**config.mk**
```make
export PLATFORM = sky130hd
export DESIGN_NAME = csa_pipe_adder
export DESIGN_NICKNAME = d
export VERILOG_FILES = /design/src/rtl/csa_pipe_adder.sv
export SDC_FILE = /design/constraint.sdc
export NUM_CORES = 1
export LEC_CHECK = 0
export CAP_MARGIN = 20
export CORE_MARGIN = 3
export CORE_UTILIZATION = 57
export CTS_CLUSTER_SIZE = 14
export DETAILED_ROUTE_END_ITERATION = 16
export DONT_BUFFER_PORTS = 1
export PLACE_DENSITY = 0.75
export SETUP_SLACK_MARGIN = 0.05
export SYNTH_ARGS = -nofsm -noshare
export SYNTH_HDL_FRONTEND = slang
export SYNTH_SLANG_ARGS = --single-unit
export TNS_END_PERCENT = 5
```
**constraint.sdc**
```tcl
create_clock -name i_clk -period 3.1 [get_ports i_clk]
set_input_delay 0.93 -clock i_clk [delete_from_list [all_inputs] [get_ports i_clk]]
set_output_delay 0.93 -clock i_clk [all_outputs]
set_load 0.01 [all_outputs]
```
**src/rtl/csa_pipe_adder.sv**
```systemverilog
// Pipelined carry-select add/sub: BLK-bit select blocks, a register every BLK_PER_STAGE blocks, L-cycle latency.
// Valid/ready stream; a stalled stage holds its data, ready ripples back combinationally through all stages.
module csa_pipe_adder #(
   parameter int WIDTH         = 22,
   parameter int BLK           = 4,
   parameter int BLK_PER_STAGE = 2
) (
   input  logic             i_clk,
   input  logic             i_rst,
   input  logic             i_valid,
   output logic             o_ready,
   input  logic [WIDTH-1:0] i_add_term1,
   input  logic [WIDTH-1:0] i_add_term2,
   input  logic             i_sub,
   input  logic             i_cin,
   output logic             o_valid,
   input  logic             i_ready,
   output logic [WIDTH-1:0] o_sum,
   output logic             o_cout,
   output logic             o_ovf
);

   localparam int NBLK = (WIDTH + BLK - 1) / BLK;
   localparam int L    = (NBLK + BLK_PER_STAGE - 1) / BLK_PER_STAGE;

   logic [L-1:0]            r_v;
   logic [L-1:0]            r_c;
   logic [L-1:0][WIDTH-1:0] r_sum;
   logic [L-1:0][WIDTH-1:0] r_a;
   logic [L-1:0][WIDTH-1:0] r_b;
   logic                    r_cmsb;

   logic [L-1:0]            w_rdy;
   logic [L-1:0]            w_up_v;
   logic [L-1:0]            w_in_c;
   logic [L-1:0]            w_out_c;
   logic [L-1:0][WIDTH-1:0] w_in_a;
   logic [L-1:0][WIDTH-1:0] w_in_b;
   logic [L-1:0][WIDTH-1:0] w_in_sum;
   logic [L-1:0][WIDTH-1:0] w_out_sum;
   logic                    w_cmsb;

   always_comb begin : stage_logic
      logic             rdy;
      logic [WIDTH-1:0] t0;
      logic [WIDTH-1:0] t1;
      logic             c;
      logic             c0;
      logic             c1;
      int               idx;

      rdy       = i_ready;
      t0        = '0;
      t1        = '0;
      c         = 1'b0;
      c0        = 1'b0;
      c1        = 1'b0;
      idx       = 0;
      w_rdy     = '0;
      w_up_v    = '0;
      w_in_c    = '0;
      w_out_c   = '0;
      w_in_a    = '0;
      w_in_b    = '0;
      w_in_sum  = '0;
      w_out_sum = '0;

      for (int s = L - 1; s >= 0; s--) begin
         rdy      = ~r_v[s] | rdy;
         w_rdy[s] = rdy;
      end

      // Subtract folds into the first stage: invert B and the borrow-in.
      w_up_v[0]   = i_valid;
      w_in_a[0]   = i_add_term1;
      w_in_b[0]   = i_sub ? ~i_add_term2 : i_add_term2;
      w_in_c[0]   = i_cin ^ i_sub;
      w_in_sum[0] = '0;
      for (int s = 1; s < L; s++) begin
         w_up_v[s]   = r_v[s-1];
         w_in_a[s]   = r_a[s-1];
         w_in_b[s]   = r_b[s-1];
         w_in_c[s]   = r_c[s-1];
         w_in_sum[s] = r_sum[s-1];
      end

      for (int s = 0; s < L; s++) begin
         c            = w_in_c[s];
         w_out_sum[s] = w_in_sum[s];
         for (int k = 0; k < NBLK; k++) begin
            if (k / BLK_PER_STAGE == s) begin
               c0 = 1'b0;
               c1 = 1'b1;
               for (int j = 0; j < BLK; j++) begin
                  idx = k * BLK + j;
                  if (idx < WIDTH) begin
                     t0[idx] = w_in_a[s][idx] ^ w_in_b[s][idx] ^ c0;
                     t1[idx] = w_in_a[s][idx] ^ w_in_b[s][idx] ^ c1;
                     c0 = (w_in_a[s][idx] & w_in_b[s][idx]) | (c0 & (w_in_a[s][idx] ^ w_in_b[s][idx]));
                     c1 = (w_in_a[s][idx] & w_in_b[s][idx]) | (c1 & (w_in_a[s][idx] ^ w_in_b[s][idx]));
                  end
               end
               for (int j = 0; j < BLK; j++) begin
                  idx = k * BLK + j;
                  if (idx < WIDTH) begin
                     w_out_sum[s][idx] = c ? t1[idx] : t0[idx];
                  end
               end
               c = c ? c1 : c0;
            end
         end
         w_out_c[s] = c;
      end

      // Carry into the MSB falls out of the MSB's own sum bit.
      w_cmsb = w_in_a[L-1][WIDTH-1] ^ w_in_b[L-1][WIDTH-1] ^ w_out_sum[L-1][WIDTH-1];
   end

   always_ff @(posedge i_clk or posedge i_rst) begin
      if (i_rst) begin
         r_v    <= '0;
         r_c    <= '0;
         r_sum  <= '0;
         r_a    <= '0;
         r_b    <= '0;
         r_cmsb <= 1'b0;
      end else begin
         for (int s = 0; s < L; s++) begin
            if (w_rdy[s]) begin
               r_v[s] <= w_up_v[s];
               if (w_up_v[s]) begin
                  r_sum[s] <= w_out_sum[s];
                  r_a[s]   <= w_in_a[s];
                  r_b[s]   <= w_in_b[s];
                  r_c[s]   <= w_out_c[s];
               end
            end
         end
         if (w_rdy[L-1] && w_up_v[L-1]) begin
            r_cmsb <= w_cmsb;
         end
      end
   end

   assign o_ready = w_rdy[0];
   assign o_valid = r_v[L-1];
   assign o_sum   = r_sum[L-1];
   assign o_cout  = r_c[L-1];
   assign o_ovf   = r_cmsb ^ r_c[L-1];

endmodule

```
==> out/metrics.cfg <==
[critical_path]
worst_setup_path_start_kind=input port
cp.arrival_ns=3.98
path_cells=xor2_4 > inv_2 > ha_4 > nand2_2 > o21ai_2 > fa_2 > fa_2 > inv_2 > fa_2 > mux2i_4 > fa_2 > inv_2 > fa_2 > inv_2 > fa_1 > mux2_4
cp_max_fo=2
required_ns=3.35
path_class=input port to register
cp_slowest_cell=fa_1
slowest_delay_ns=0.40
crit_path_end_kind=register
cpMostUsedCell=fa_2

[power]
power_frac_seq_pct=50.9
leakage_nw=2.15
power_switching_mw=1.15
clockPowerShare_pct=23.3
p_comb_share_pct=25.9
sw_frac_of_total_pct=30.0
p_int_mw=2.70
powerDensity_nw_per_um2=782
peakVddDrop_v=0.000280

[route]
met3_wirelength_um=567
top_layer=met4
route.met2.wl_um=4210
drc=0
dr.pass1.iters=5
wl_um=8230
drtIter0Drc=105
wl_met1_um=3340
routedWlPerCell_um=17.9
final_antenna_net_count=0
via_per_inst=5.44
via_count=2495

[grt]
grt_max_degree=54
grt_pass1_wl_um=13300
grt_pass1_vias=2640
antenna_found_initial=0
overflow=0
track_usage_pct=19.4

[timing]
fin_tns_setup_ns=-1.39
maxSlewViolCount=0
slew-limit-headroom_pct=45.0
fin_crit_sh_pct=120
tightest_slew_ns=0.824
setup_violations=5
timing_hold_violations_final=0
rsz0062_at_grt=yes
fmax_mhz=268
min_period_ns=3.73
setup_slack_ns=-0.633
skew_ns=0.00996

[clock_network]
clock_sinks=93
clk_pin_slew_ns=0.09
cts_root_buf=clkbuf_8
clockBufferDepth=2
cts_tree=done
htree_levels=3
cts-buffers-inserted=9
clk_latency_ns=0.35

[synth]
muxShareOfSynthArea_pct=15.4
synth-edff-count=0
synth_top_family_by_area=multiplexers
syn_area_sq_um=4590
syn_inst=366
synth-compound-area-share_pct=5.66
netlist.area_leader.share_pct=50.7
yosys.area_share.xor_xnor_pct=5.91
synthTopCellsByCount=dfrtp_1, mux2_2, a21oi_1
ys.flop_type=dfrtp_1
post-synth-top-count-cell=dfrtp_1
yosysTopAreaCell=dfrtp_1
netlist_top_cells_area=dfrtp_1, mux2_2, fa_1
synth-async-reset-ratio_pct=100
synth_fp_nets=445
synth_fa_ha_area_share_pct=10.5
yosysUniqueCellTypes=22
synth_warnings=0
ys_seq_elements=93
ys_seq_area_share_pct=50.7
yosys.area_share.simple_pct=3.51
syn_area_per_cell_sq_um=12.6

[cells_and_area]
syn_to_final_growth_pct=7.11
fin_area_sq_um=4920
final-instance-count-excl-fill=459
fillCellCount=594
num_antenna_cells=0
drive_above_1_share_pct=33.3
nets=431

[place]
port_buffers=0
gp_congestion=0.742
place_area_sq_um=4600
dpl.cell_count=442
dp_hpwl_um=5620

[die]
fp-row-count=32
die_area_sq_um=9170
initial_utilization_pct=59.1
die_width_um=95.8
die_h_um=95.8
num_io_pins=76
core_region_area_sq_um=7770

[run_status]
failed_checks=negative setup slack
status=finished with violations

[hold_path]
hp-class=input port to asynchronous set/reset pin

[flow_run]
drv_cap=0

-- power groups by stage --
| stage | clock network (mW) | registers, mW | logic (mW) |
|---|---|---|---|
| CTS | 0.925 | 1.97 | 0.995 |
| floorplan | 0 | 1.81 | 1.07 |
| global placement | 0 | 1.97 | 0.906 |
| global route | 0.967 | 2.02 | 1.13 |
| finish | 0.896 | 1.96 | 0.996 |
| detailed placement | 0 | 1.99 | 0.966 |
-- metrics by stage --
stage / power (mW) / hold slack (ns) / setup slack (ns) / util, %
after global routing: 4.12 / 0.494 / -0.731 / 63.4
after global placement: 2.87 / 0.486 / -1.01 / 59.3
final: 3.85 / 0.470 / -0.633 / 63.4
after CTS: 3.88 / 0.481 / -0.673 / 62.8
after floorplan: 2.88 / 0.465 / -1.12 / -
after detailed placement: 2.95 / 0.486 / -1.13 / 59.3
-- worst paths after layout --
check,start,endpoint,slack [ns],depth (start not counted)
max in group asynchronous,i_rst,r_b[41]$_DFFE_PP0P_,1.97,2
setup / recovery,i_add_term2[0],r_sum[7]$_DFFE_PP0P_,-0.63,16
hold reg to reg,r_a[21]$_DFFE_PP0P_,r_a[43]$_DFFE_PP0P_,0.51,1
min in group i_clk,r_a[21]$_DFFE_PP0P_,r_a[43]$_DFFE_PP0P_,0.51,1
hold / removal,i_rst,o_sum[14]$_DFFE_PP0P_,0.47,1
setup reg to reg,r_a[8]$_DFFE_PP0P_,r_sum[37]$_DFFE_PP0P_,-0.17,16
-- kinds of logic after synthesis --
group                      Yosys count
DFF                                 93
buffers and inverters               72
muxes                               61
AOI/OAI and AO/OA                   52
xor gates and xnor gates            31
adders and majority gates           29
and+or+nand+nor                     28
-- worst max-delay path: cells and delay by family --
kind                       cells  cell delay [ns]
AOI/OAI and AO/OA              1             0.06
buffers and inverters          4             0.22
and+or+nand+nor                1             0.06
xor gates and xnor gates       1             0.16
muxes                          2             0.51
adders and majority gates      7             2.02
-- registers in the layout (all words and copies together), names as in the netlist --
register and cells:
r_sum 24, r_b 20, o_sum 22, r_v 3
r_cmsb 1, r_c 3, r_a 20
-- cells in the final DEF, fill, tap and decap left out, types with 2 or more instances in the layout --
cell type  netlist  layout
buf_4           22      15
clkbuf_8         0      11
mux2_2          52      48
inv_1           31      23
o21ai_2          0       2
mux2i_1          3       2
o21ai_0         17      15
nand2_1          5       4
fa_1            16       4
nand2b_1         4       4
a21oi_1         35      33
fa_2             0      12
clkinv_2         0       2
nand3_1         14      14
xnor2_1         15      15
dfrtp_1         93      93
inv_2            0       7
a21oi_2          0       2
bufinv_16        0       2
mux2_4           6      10
ha_1            13      12
xor2_1          16      15
-- layout make-up --
type                    instances  area, sq um  share of cell area (%)
flip-flops and latches         93         2330                    47.3
clock buffers                  12          155                    3.15
repair buffers                 16          133                    2.70
clock inverters                 4         70.1                    1.42
well taps                     102          128                    2.59
inverters                      31          119                    2.42
multi-input cells             201         1990                    40.4
-- timing repair --
item | 4_1_cts | 5_1_grt
endpoints found under the hold margin | 0 | 0
setup buffers | 1 | 0
cloned | 0 | 0
hold buffers | 0 | 0
setup endpoints to repair | 8 | 9
gates resized for setup | 12 | 13
pin swaps | 2 | 2
-- layer usage --
metal  GRT usage (%)  vias up
li1                -     1151
met1            24.3     1262
met2            32.3       74
met3            5.08        8
met4            7.82        0
met5               0        -
Note: power is estimated with default switching activity, not from simulation.
